$ cat config.mk
export PLATFORM = sky130hd
export DESIGN_NAME = bash_line_port
export DESIGN_NICKNAME = d
export VERILOG_FILES = /design/src/rtl/bash_io_pkg.sv /design/src/rtl/bash_line_buf.sv /design/src/rtl/bash_line_port.sv
export SDC_FILE = /design/constraint.sdc
export NUM_CORES = 1
export LEC_CHECK = 0
export CORE_MARGIN = 4
export CORE_UTILIZATION = 30
export CTS_BUF_LIST = sky130_fd_sc_hd__clkbuf_4
export DETAILED_ROUTE_END_ITERATION = 6
export DONT_BUFFER_PORTS = 1
export GPL_TIMING_DRIVEN = 0
export MAX_ROUTING_LAYER = met4
export PLACE_DENSITY_LB_ADDON = 0.05
export SLEW_MARGIN = 20
export SYNTH_ARGS = -nofsm -noshare
export SYNTH_HDL_FRONTEND = slang
export SYNTH_SLANG_ARGS = --single-unit
$ cat constraint.sdc
create_clock -name clk -period 2.6 [get_ports clk]
set_clock_uncertainty 0.05 [all_clocks]
set_input_delay 0.39 -clock clk [delete_from_list [all_inputs] [get_ports clk]]
set_output_delay 0.39 -clock clk [all_outputs]
set_load 0.005 [all_outputs]
$ cat src/rtl/bash_io_pkg.sv
// Shared types and constants for the bash line port.
// Optional feature macro: BASH_PROMPT_EN adds the PROMPT state ("> " prompt).
package bash_io_pkg;

    localparam int unsigned DEF_MAX_LEN = 32;

    localparam logic [7:0] NUL       = 8'h00;
    localparam logic [7:0] BS        = 8'h08;
    localparam logic [7:0] LF        = 8'h0A;
    localparam logic [7:0] CR        = 8'h0D;
    localparam logic [7:0] SPACE     = 8'h20;
    localparam logic [7:0] PROMPT_CH = 8'h3E;

    typedef enum logic [2:0] {
        EDIT,
        SEND,
        WAIT_RESP,
`ifdef BASH_PROMPT_EN
        PROMPT,
`endif
        PRINT
    } state_t;

    function automatic logic is_printable(input logic [7:0] c);
        return (c >= 8'h20) && (c <= 8'h7E);
    endfunction

endpackage

$ cat src/rtl/bash_line_buf.sv
// Line storage for the bash line port: MAX_LEN x 8 array plus length counter.
// Push appends at buf[len] unless full, pop drops the last char unless empty.
module bash_line_buf
    import bash_io_pkg::*;
#(
    parameter int unsigned MAX_LEN = DEF_MAX_LEN,
    parameter int unsigned LEN_W   = $clog2(MAX_LEN)
) (
    input  logic             clk,
    input  logic             clrn,
    input  logic             push,
    input  logic [7:0]       push_data,
    input  logic             pop,
    input  logic             clear,
    input  logic [LEN_W-1:0] rd_idx,
    output logic [7:0]       rd_data,
    output logic [LEN_W-1:0] len,
    output logic             full,
    output logic             empty
);

    logic [7:0] mem [MAX_LEN];

    assign full    = (len == LEN_W'(MAX_LEN - 1));
    assign empty   = (len == '0);
    assign rd_data = mem[rd_idx];

    // Character storage; contents beyond len are don't-care so no reset.
    always_ff @(posedge clk) begin
        if (push && !full) begin
            mem[len] <= push_data;
        end
    end

    // Length counter: clear wins, then push, then pop.
    always_ff @(posedge clk or negedge clrn) begin
        if (!clrn) begin
            len <= '0;
        end else if (clear) begin
            len <= '0;
        end else if (push && !full) begin
            len <= len + LEN_W'(1);
        end else if (pop && !empty) begin
            len <= len - LEN_W'(1);
        end
    end

endmodule

$ cat src/rtl/bash_line_port.sv
// Bash line port: edits a keyboard line with echo, sends it to the command
// stage, then prints the response to the screen writer.
// Optional feature macro: BASH_PROMPT_EN emits "> " after reset and after
// every completed command.
module bash_line_port
    import bash_io_pkg::*;
#(
    parameter int unsigned MAX_LEN = DEF_MAX_LEN
) (
    input  logic       clk,
    input  logic       clrn,
    input  logic       kbd_valid,
    input  logic [7:0] kbd_ascii,
    output logic       kbd_ready,
    output logic       out_newASCII_ready,
    output logic [7:0] lineOut,
    output logic [5:0] out_lineLen,
    input  logic       lineOut_nextASCII,
    input  logic       in_newASCII_ready,
    input  logic [7:0] lineIn,
    output logic       lineIn_nextASCII,
    input  logic       in_solved,
    output logic       out_solved,
    output logic [7:0] scr_char,
    output logic       scr_we,
    input  logic       scr_ready
);

    localparam int unsigned LEN_W = $clog2(MAX_LEN);

`ifdef BASH_PROMPT_EN
    localparam state_t RESET_STATE = PROMPT;
    localparam state_t DONE_STATE  = PROMPT;
`else
    localparam state_t RESET_STATE = EDIT;
    localparam state_t DONE_STATE  = EDIT;
`endif

    state_t           state;
    logic             active;
    logic [LEN_W-1:0] idx;
    logic             nx_prev;
    logic             solved_q;
    logic             nl_pend;
`ifdef BASH_PROMPT_EN
    logic             prompt_second;
    logic             prompt_fire;
`endif

    logic             key_acc;
    logic             push;
    logic             pop;
    logic             enter;
    logic             clear;
    logic             print_fire;
    logic             lf_fire;
    logic [7:0]       rd_data;
    logic [LEN_W-1:0] len;
    logic             full;
    logic             empty;

    // active holds every output low until the first edge after reset release.
    // nl_pend blocks keys until the post-response newline has reached the
    // screen, so the newline and a key echo never compete for scr_we.
    assign kbd_ready = active && (state == EDIT) && scr_ready && !nl_pend;
    assign key_acc   = kbd_ready && kbd_valid;
    assign push      = key_acc && is_printable(kbd_ascii);
    assign pop       = key_acc && (kbd_ascii == BS);
    assign enter     = key_acc && ((kbd_ascii == CR) || (kbd_ascii == LF));
    assign clear     = (state == PRINT) && in_solved;

    assign print_fire = active && (state == PRINT) && !in_solved &&
                        (lineIn != NUL) && scr_ready && !nx_prev;
    assign lf_fire    = nl_pend && scr_ready;
`ifdef BASH_PROMPT_EN
    assign prompt_fire = active && (state == PROMPT) && scr_ready && !nl_pend;
`endif

    assign lineIn_nextASCII   = print_fire;
    assign out_solved         = solved_q;
    assign out_newASCII_ready = (state == SEND);
    assign out_lineLen        = (state == SEND) ? 6'(len) : '0;
    assign lineOut            = ((state == SEND) && (idx < len)) ? rd_data : NUL;

    bash_line_buf #(
        .MAX_LEN (MAX_LEN),
        .LEN_W   (LEN_W)
    ) u_buf (
        .clk       (clk),
        .clrn      (clrn),
        .push      (push),
        .push_data (kbd_ascii),
        .pop       (pop),
        .clear     (clear),
        .rd_idx    (idx),
        .rd_data   (rd_data),
        .len       (len),
        .full      (full),
        .empty     (empty)
    );

    // Screen stream mux: at most one source can fire in any cycle.
    always_comb begin
        scr_we   = 1'b0;
        scr_char = NUL;
        if (lf_fire) begin
            scr_we   = 1'b1;
            scr_char = LF;
        end else if (print_fire) begin
            scr_we   = 1'b1;
            scr_char = lineIn;
`ifdef BASH_PROMPT_EN
        end else if (prompt_fire) begin
            scr_we   = 1'b1;
            scr_char = prompt_second ? SPACE : PROMPT_CH;
`endif
        end else if (push && !full) begin
            scr_we   = 1'b1;
            scr_char = kbd_ascii;
        end else if (pop && !empty) begin
            scr_we   = 1'b1;
            scr_char = BS;
        end else if (enter) begin
            scr_we   = 1'b1;
            scr_char = LF;
        end
    end

    // Main control FSM: edit, send, wait for response, print response.
    always_ff @(posedge clk or negedge clrn) begin
        if (!clrn) begin
            state    <= RESET_STATE;
            active   <= 1'b0;
            idx      <= '0;
            nx_prev  <= 1'b0;
            solved_q <= 1'b0;
            nl_pend  <= 1'b0;
`ifdef BASH_PROMPT_EN
            prompt_second <= 1'b0;
`endif
        end else begin
            active   <= 1'b1;
            nx_prev  <= print_fire;
            solved_q <= 1'b0;
            if (lf_fire) begin
                nl_pend <= 1'b0;
            end
            case (state)
                EDIT: begin
                    if (enter) begin
                        idx   <= '0;
                        state <= SEND;
                    end
                end
                SEND: begin
                    if (lineOut_nextASCII) begin
                        if (idx < len) begin
                            idx <= idx + LEN_W'(1);
                        end else begin
                            state <= WAIT_RESP;
                        end
                    end
                end
                WAIT_RESP: begin
                    if (in_newASCII_ready) begin
                        state <= PRINT;
                    end
                end
                PRINT: begin
                    if (in_solved) begin
                        solved_q <= 1'b1;
                        nl_pend  <= 1'b1;
                        state    <= DONE_STATE;
                    end
                end
`ifdef BASH_PROMPT_EN
                PROMPT: begin
                    if (prompt_fire) begin
                        if (!prompt_second) begin
                            prompt_second <= 1'b1;
                        end else begin
                            prompt_second <= 1'b0;
                            state         <= EDIT;
                        end
                    end
                end
`endif
                default: state <= RESET_STATE;
            endcase
        end
    end

endmodule

* Yosys cells after proc, flatten, opt, wreduce, memory -nomap -nowiden
Memory sizes are Yosys's and may differ from the RTL's.
Index checks and enable logic that the tools add are counted.
** Word-level totals
- Latch bits :: 0
- Memories kept :: 1
- Memory bits (read-only) :: 0
- Logic and storage cells :: 90
- Output and inout port bits :: 27
- Register bits after elaboration :: 17
- RAM bits :: 256
** Cells by class
- Add/sub/neg operators :: 3
- Divide/modulo/power cells :: 0
- Shift operators :: 0
- Bitwise gates (word level) :: 0
- Multiply operators :: 0
- Reduce and logical (&&, ||, !) cells :: 31
- Muxes and demuxes :: 32
- Eq/ne operators :: 13
- $lt $le $gt $ge :: 3
** Memories
- u_buf.mem :: words 32, width 8, read ports 1, clocked after Yosys merged registers in 0, wr ports 1, RTL line bash_line_buf.sv:22 : logic [7:0] mem [MAX_LEN];
** Operators with widths (count)
- $mux 5 :: 7
- $mux 8 :: 4
- $eq 8x4->1 const B :: 3
- $logic_and 1x1->1 :: 18
- $mux 3 :: 5
- $mux 1 :: 12
- $pmux 3 s4 :: 1
- $add 5x1->5 const B :: 2
- $pmux 5 s2 :: 1
- $ge 8x6->1 const B :: 1
- $le 8x7->1 const B :: 1
- $mux 4 :: 2
- $ne 2x2->1 const B :: 4
- $reduce_bool 8->1 :: 1
- $eq 3x2->1 const B :: 2
- $eq 5x5->1 const B :: 1
- $logic_not 1->1 :: 5
- $logic_not 5->1 :: 1
- $lt 5x5->1 :: 1
- $reduce_and 5->1 :: 1
- $sub 5x1->5 const B :: 1
- $ne 2x1->1 const B :: 2
- $reduce_and 4->1 :: 1
- $eq 3x1->1 const B :: 1
- other kinds (4) :: 4

* Logic depth before layout (Yosys ltp)
Gate-level depths: netlist of run 1.
- Depth in word-level cells :: 11
- Gate-level depth with buffers :: 12
- Gate-level depth less buffers :: 12

* Cells and area by module
A second synthesis of run 1 with hierarchy kept.
** Unflattened totals
- Cell total of the unflattened synthesis :: 601
- Area, all modules :: 11436.0 µm²
** Modules (own cells, without submodules)
- bash_line_buf :: cells each 450, sequential area each 7812.5 µm², times used 1, area each 10269.8 µm²
- bash_line_port :: cells each 151, sequential area each 275.3 µm², times used 1, area each 1166.1 µm²

* Least setup slack after synthesis of run 1
OpenSTA, ideal clock, no wires.
- Path type :: register to register
- From :: reg state[0]
- To :: reg u_buf.len[4]
- Cell stages (with the launch flop) :: 13
- Slack :: -0.007 ns
- Library setup time :: 0.086 ns
- Required time :: 2.464 ns
- Data arrival time :: 2.471 ns
- Path through :: dfrtp_1 > inv_1 > ha_1 > and4b_1 > o211ai_2 > nor2_1 > inv_2 > fa_1 > a21o_1 > a21o_1 > nor3b_1 > o21a_1 > nor3_1
** Between the ends
- Cells in the longest elaborated chain, start to end :: 9
** Ends and longest elaborated chain
- start, declared :: RTL line bash_line_port.sv:39 : state_t state;
- start signal, assigned :: RTL line bash_line_port.sv:132 : state <= RESET_STATE;
- start signal, assigned :: RTL line bash_line_port.sv:152 : state <= SEND;
- start signal, assigned :: RTL line bash_line_port.sv:160 : state <= WAIT_RESP;
- $logic_not 3->1 (*) :: RTL line bash_line_port.sv:65 : assign kbd_ready = active && (state == EDIT) && scr_ready && !nl_pend;
- $logic_and 1x1->1 (*) (3 in series) :: RTL line bash_line_port.sv:65
- named net kbd_ready :: RTL line bash_line_port.sv:14 : output logic kbd_ready,
- $logic_and 1x1->1 (*) :: RTL line bash_line_port.sv:66 : assign key_acc = kbd_ready && kbd_valid;
- $logic_and 1x1->1 :: RTL line bash_line_port.sv:67 : assign push = key_acc && is_printable(kbd_ascii);
- $logic_and 1x1->1 :: RTL line bash_line_buf.sv:41 : end else if (push && !full) begin
- $mux 5 :: RTL line bash_line_buf.sv:41
- $mux 5 :: RTL line bash_line_buf.sv:39 : end else if (clear) begin
- end signal, assigned :: RTL line bash_line_buf.sv:42 : len <= len + LEN_W'(1);
- end signal, assigned :: RTL line bash_line_buf.sv:44 : len <= len - LEN_W'(1);
- end, declared :: RTL line bash_line_buf.sv:17 : output logic [LEN_W-1:0] len,
Mark *: on every way through the listed nets, which the timed path passes. The rest lies on a longest branch.
A chain may end at the register's enable or synchronous reset.

* Worst setup path in the final report of run 1
- From :: reg idx[0]
- To :: out lineOut[5]
** Between the ends
- Cells in the longest elaborated chain, start to end :: 3
** Ends and longest elaborated chain
- start, declared :: RTL line bash_line_port.sv:41 : logic [LEN_W-1:0] idx;
- start signal, assigned :: RTL line bash_line_port.sv:158 : idx <= idx + LEN_W'(1);
- parallel branches: the longest is 2 deep, another holds $mem_v2 32x8
- $mux 8 (*) :: RTL line bash_line_port.sv:83 : assign lineOut = ((state == SEND) && (idx < len)) ? rd_data : NUL;
- end, declared :: RTL line bash_line_port.sv:16 : output logic [7:0] lineOut,
Every way passes the cells marked *.

==> results.json, run 1 <==
{
  "status": "complete, but fails checks",
  "violations": "setup timing",
  "area_growth_pct": 33.1,
  "hp-class": "in -> reg",
  "drv_slew": 0,
  "wl_per_cell_um": 24.4,
  "cts_tree": "yes",
  "final-hold-violation-count": 0,
  "fin_nets": 816,
  "dp_hpwl_um": 19200,
  "p_leak_nw": 4.88,
  "start_util": 0.306,
  "drive_gt1_frac": 0.488,
  "root_buffer": "clkbuf_4",
  "critPathMaxFanout": 10,
  "crit_arrival_ns": 2.65,
  "p_per_area_nw_per_um2": 810,
  "clockBufferDepth": 3,
  "grt_pass1_vias": 6948,
  "routed_via_density": 4.84,
  "synth_area_um2": 11300,
  "routed-via-count": 6470,
  "design.die.area_um2": 40900,
  "critPathCaptureType": "output pin",
  "final.period_utilization": 1.19,
  "worstPathRequired_ns": 2.16,
  "finalWorstSetupSlack_ns": -0.491,
  "synthFlopType": "edfxtp_1",
  "yosys.area.top_type_share": 0.679,
  "io_buffers": 0,
  "clock_sinks": 272,
  "grt_pass1_wl_um": 47500,
  "die_w_um": 202,
  "multiInputGateArea_um2": 3790,
  "fill_cells": 3407,
  "dr.pass1.iters": 4,
  "fmax_ghz": 0.324,
  "synth_warnings": 0,
  "synth_area_leader_cell": "edfxtp_1",
  "drv_cap": 0,
  "clock_latency_ns": 0.71,
  "slew_headroom": 0.467,
  "cts_buffers": 77,
  "synth.area.top_cells": "edfxtp_1 (68%), mux4_2 (11%), dfrtp_1 (3.5%), mux4_1 (2.8%), nor2_1 (1.6%)",
  "rsz0062_at_grt": "yes",
  "ant_nets": 0,
  "syn_avg_cell_area_um2": 18.9,
  "tightest_slew_ns": 0.797,
  "row_count": 70,
  "vdd_drop_max_v": 0.000274,
  "ys_types": 56,
  "async_flop_share": 0.0588,
  "gp_congestion": 0.768,
  "ios": 50,
  "track_usage": 0.166,
  "fin_crit_ns": 3.09,
  "regArea_um2": 8100,
  "ys_ff_latch": 272,
  "setup_violations": 132,
  "clk_pin_slew_worst_paths_ns": 0.06,
  "drt_iter0_markers": 410,
  "drc": 0,
  "finalPower_mw": 12.2,
  "yosysMostFrequentCell": "edfxtp_1",
  "chipHeight_um": 202,
  "timing.setup.critical_path_class": "reg -> out",
  "start_kind": "flop",
  "netlist_top_cells_count": "edfxtp_1 (256), mux4_2 (53), nor2_1 (48)",
  "antenna_found_initial": 2,
  "grt_overflow_total": 0,
  "synth_edf_count": 256,
  "ys_seq_area_frac": 0.714,
  "core_um2": 37000,
  "cts-htree-levels": 3,
  "grt_max_degree": 33,
  "fin_util": 0.408,
  "wl_um": 32600,
  "postSynthCellCount": 599
}
## worst max-delay path, stage by stage, from the launching register on
cell and delay [ns]:
dfrtp_2 0.39, buf_12 0.15, buf_12 0.15, mux4_2 0.58, a22o_4 0.28, a221oi_4 0.24
o22ai_2 0.14
## sequential cells by signal, summed over array words and instances (netlist names)
name and count:
u_buf.len 5, nl_pend 1, out_solved 1, active 1, u_buf.mem 256, idx 5
state 2, nx_prev 1
## layout by cell type (no fill, tap or decap), types with 5 or more instances in the layout
cell type      netlist  layout
nor2_1              48      14
nor2_4               0      32
nand2_1             20      17
dlygate4sd3_1        0      14
diode_2              0       5
buf_4                1      31
buf_12               1      44
clkinv_1             0      14
ha_1                13       8
a221oi_4             0       8
mux2i_1              8       8
inv_1               13       6
dfrtp_1             16       9
buf_6                3      22
inv_2                2       7
a22o_4               0       6
dfrtp_2              0       7
conb_1               2      10
mux4_1              12       6
mux4_2              53      59
a21oi_2              0       6
clkbuf_4             0     116
edfxtp_1           256     256
nand3_1             17      10
a22o_2               0       5
a221oi_2             8       6
## layout make-up
type | instances | share of cell area
antenna | 5 | 0.000830
tap | 504 | 0.0418
clock buffer | 113 | 0.0563
inverter | 15 | 0.00432
sequential | 272 | 0.537
timing repair buffer | 95 | 0.0845
buffer | 27 | 0.0197
clock inverter | 15 | 0.00382
multi-input combinational | 291 | 0.252
## layer usage
| metal | wire [µm] | vias to the layer above | global-route usage |
|---|---|---|---|
| met5 | 0 | - | - |
| met4 | 859 | 0 | 0.0529 |
| met3 | 1620 | 66 | 0.0443 |
| met2 | 16200 | 151 | 0.266 |
| met1 | 14000 | 3383 | 0.207 |
| li1 | - | 2870 | - |
## kinds of logic after synthesis
| logic type | synth area share |
|---|---|
| xor gates and xnor gates | 0.00232 |
| buffers and inverters | 0.0214 |
| and+or+nand+nor | 0.0493 |
| AOI/OAI and AO/OA | 0.0546 |
| DFF | 0.714 |
| adders and majority gates | 0.0161 |
| other | 0.000663 |
| muxes | 0.141 |
## report_power, final
part / total [mW] / switching (mW) / internal, mW
combinational: 3.55 / 1.89 / 1.65
clock: 3.69 / 1.73 / 1.97
sequential: 4.98 / 0.0872 / 4.89
## worst paths after layout
| kind | to | startpoint | cells past startpoint | slack (ns) |
|---|---|---|---|---|
| max reg2reg | u_buf.len[4]$_DFFE_PN0P_ | state[1]$_DFFE_PN0P_ | 13 | -0.23 |
| min reg2reg | nl_pend$_DFF_PN0_ | nl_pend$_DFF_PN0_ | 1 | 0.46 |
| min | idx[1]$_DFFE_PN0P_ | kbd_ascii[6] | 5 | 0.14 |
| min in group asynchronous | u_buf.len[0]$_DFFE_PN0P_ | clrn | 1 | 0.16 |
| max | lineOut[5] | idx[0]$_DFFE_PN0P_ | 6 | -0.49 |
| max in group asynchronous | idx[3]$_DFFE_PN0P_ | clrn | 1 | 1.78 |
## metrics by stage
step	area, µm²	setup TNS, ns	std cells	hold WS, ns	worst slack, ns
after floorplan	11400	0	607	0.0444	0.00673
after global placement	12000	-204.17	1111	0.0451	-0.980
after detailed placement	12000	-214.24	1111	0.0451	-0.993
after CTS	14800	-19.93	1322	0.0192	-0.618
after global routing	15100	-22.84	1337	0.0773	-0.645
final	15100	-8.68	1337	0.135	-0.491
## repair_timing
action | in CTS | in global routing
pin swaps | 52 | 27
gates cloned | 1 | 0
hold buffers | 22 | 0
gates resized for setup | 208 | 32
endpoints found under the setup margin | 267 | 269
hold endpoints to repair | 282 | 0
setup buffers | 62 | 12
(Power assumes the default switching activity.)
==> inputs of run 2 (changes only) <==
--- a/config.mk
+++ b/config.mk
@@ -5,7 +5,7 @@
 export SDC_FILE = /design/constraint.sdc
 export NUM_CORES = 1
 export LEC_CHECK = 0
-export CORE_MARGIN = 4
+export CORE_MARGIN = 5
 export CORE_UTILIZATION = 30
 export CTS_BUF_LIST = sky130_fd_sc_hd__clkbuf_4
 export DETAILED_ROUTE_END_ITERATION = 6
@@ -17,3 +17,4 @@
 export SYNTH_ARGS = -nofsm -noshare
 export SYNTH_HDL_FRONTEND = slang
 export SYNTH_SLANG_ARGS = --single-unit
+export TNS_END_PERCENT = 20
==> run 2 against run 1 <==
The run still ends with setup timing left. Hold slack lost 0.030 ns. Combinational power grew 7.3%. Flip-flop and latch count is the same. Wire length grew 1.5%. Critical path depth grew 1. Register-to-register slack gained 0.02 ns. Design area shrank 1.2%. Utilization shrank 1.0 points. Via count shrank 1.2%. Clock power is essentially flat. First-iteration DRC count shrank 14%. Total power grew 2.6%. Largest power group unchanged.
==> results.json, run 2 (synthesized netlist as in run 1, its figures left out) <==
{
  "cts-htree-levels": 3,
  "finalPower_mw": 12.5,
  "critPathCaptureType": "output pin",
  "dp_hpwl_um": 19600,
  "fmax_ghz": 0.321,
  "p_leak_nw": 4.77,
  "drc": 0,
  "path_cells": "buf_12 > buf_12 > buf_6 > mux4_2 > mux2i_1 > mux4_2 > nor2b_4",
  "wl_um": 33100,
  "wl_per_cell_um": 25.0,
  "status": "complete, but fails checks",
  "drv_cap": 0,
  "grt_max_degree": 33,
  "p_int_mw": 8.69,
  "layout_commonest_cell": "edfxtp_1",
  "drv_slew": 0,
  "antenna_found_initial": 2,
  "grt_overflow_total": 0,
  "row_count": 71,
  "clk_pin_slew_worst_paths_ns": 0.07,
  "slowest_delay_ns": 0.52,
  "hp-class": "in -> reg",
  "cts_buffers": 78,
  "path_buf_inv": 3,
  "clock_sinks": 272,
  "routed_via_density": 4.83,
  "die_w_um": 204,
  "gp_congestion": 0.771,
  "highest_layer": "met4",
  "final.period_utilization": 1.20,
  "dr.pass1.iters": 4,
  "regMostFlops": "u_buf.mem",
  "design.die.area_um2": 41700,
  "sequentialPowerShare": 0.399,
  "largest_register_ffs": 256,
  "combinationalPowerShare": 0.304,
  "start_util": 0.302,
  "slew_headroom": 0.442,
  "core_um2": 37500,
  "p_clk_frac": 0.297,
  "cts_tree": "yes",
  "drive_gt1_frac": 0.480,
  "setup_violations": 203,
  "grt_pass1_vias": 6837,
  "grt_pass1_wl_um": 47700,
  "rsz0062_at_grt": "yes",
  "place_area_um2": 12000,
  "start_kind": "flop",
  "area_growth_pct": 31.5,
  "reg.largest.list": "u_buf.mem x256, idx x5, u_buf.len x5",
  "dp.cells": 1118,
  "chipHeight_um": 204,
  "final-hold-violation-count": 0,
  "ant_nets": 0,
  "critical_path.slowest_cell": "mux4_2",
  "ios": 50,
  "clock_latency_ns": 0.68,
  "vdd_drop_max_v": 0.000308,
  "wl_met1_um": 14300,
  "routed-via-count": 6394,
  "netSwitchingFraction": 0.307,
  "crit_arrival_ns": 2.68,
  "crit_family": "multiplexers",
  "violations": "setup timing",
  "clockBufferDepth": 3,
  "track_usage": 0.165,
  "timing.setup.critical_path_class": "reg -> out",
  "critPathMaxFanout": 8,
  "final_cell_mix": "edfxtp_1 (256), clkbuf_4 (118), mux4_2 (58), nor2_4 (32), buf_4 (32)",
  "fin_crit_ns": 3.12,
  "p_per_area_nw_per_um2": 841,
  "worstPathRequired_ns": 2.16,
  "final_cells": 1323,
  "routed-wl-met2_um": 16900,
  "io_buffers": 0,
  "finalWorstSetupSlack_ns": -0.515,
  "root_buffer": "clkbuf_4",
  "fin_nets": 797,
  "drt_iter0_markers": 353,
  "stdcell_area_um2": 14900,
  "wl_met3_um": 1360,
  "p_switching_mw": 3.84,
  "tightest_slew_ns": 0.834
}
## run 2: cell type report
cell class,count,area [µm²]
diodes,2,5.00
plain buffers,26,302
clock buffers,114,856
clock inverters,16,62.6
fillers,3514,22600
inverters,15,72.6
multi-input cells,291,3910
flip-flops and latches,272,8100
well taps,511,639
repair buffers,76,953
## run 2: worst register-to-register path, delay by kind of cell (launching register included)
family          cells  cell delay, ns
simple gates        5            0.92
compound gates      3            0.46
buf+inv             4            0.36
flops               1            0.40
fa+ha+maj           2            0.49
## run 2: metal layers
| layer | GRT usage | up-vias |
|---|---|---|
| met5 | - | - |
| met4 | 0.0452 | 0 |
| met3 | 0.0406 | 53 |
| met2 | 0.269 | 135 |
| met1 | 0.206 | 3350 |
| li1 | - | 2856 |
## run 2: repair_timing
item	CTS	global route
hold buffers	21	0
resized for setup	188	69
endpoints found under the hold margin	280	0
buffers inserted	23	28
pin swaps	30	54
gates cloned	2	2
setup endpoints to repair	268	248
## run 2: worst paths after layout
kind,from,end,slack (ns),depth (start not counted)
max in group asynchronous,clrn,u_buf.len[2]$_DFFE_PN0P_,1.72,1
setup reg to reg,state[0]$_DFFE_PN0P_,u_buf.len[4]$_DFFE_PN0P_,-0.21,14
setup / recovery,idx[0]$_DFFE_PN0P_,lineOut[6],-0.52,7
hold / removal,in_newASCII_ready,state[0]$_DFFE_PN0P_,0.11,4
min in group asynchronous,clrn,idx[4]$_DFFE_PN0P_,0.21,1
hold reg to reg,nl_pend$_DFF_PN0_,nl_pend$_DFF_PN0_,0.47,1
## run 2: stage by stage
stage	setup WS [ns]	hold WS, ns	setup TNS [ns]	util
final	-0.515	0.106	-15.70	0.397
after global routing	-0.654	0.0424	-38.26	0.397
after CTS	-0.614	0.000879	-11.08	0.380
after detailed placement	-1.06	0.0451	-216.05	0.320
after global placement	-1.05	0.0451	-208.26	0.320
after floorplan	0.00673	0.0444	0	-
## run 2: power groups by stage
stage | Clock [mW] | Combinational, mW | Sequential (mW)
global placement | 0 | 2.27 | 5.09
global route | 4.15 | 4.05 | 5.01
detailed placement | 0 | 2.31 | 5.10
finish | 3.72 | 3.81 | 5.00
CTS | 3.91 | 3.32 | 5.01
floorplan | 0 | 1.65 | 5.06
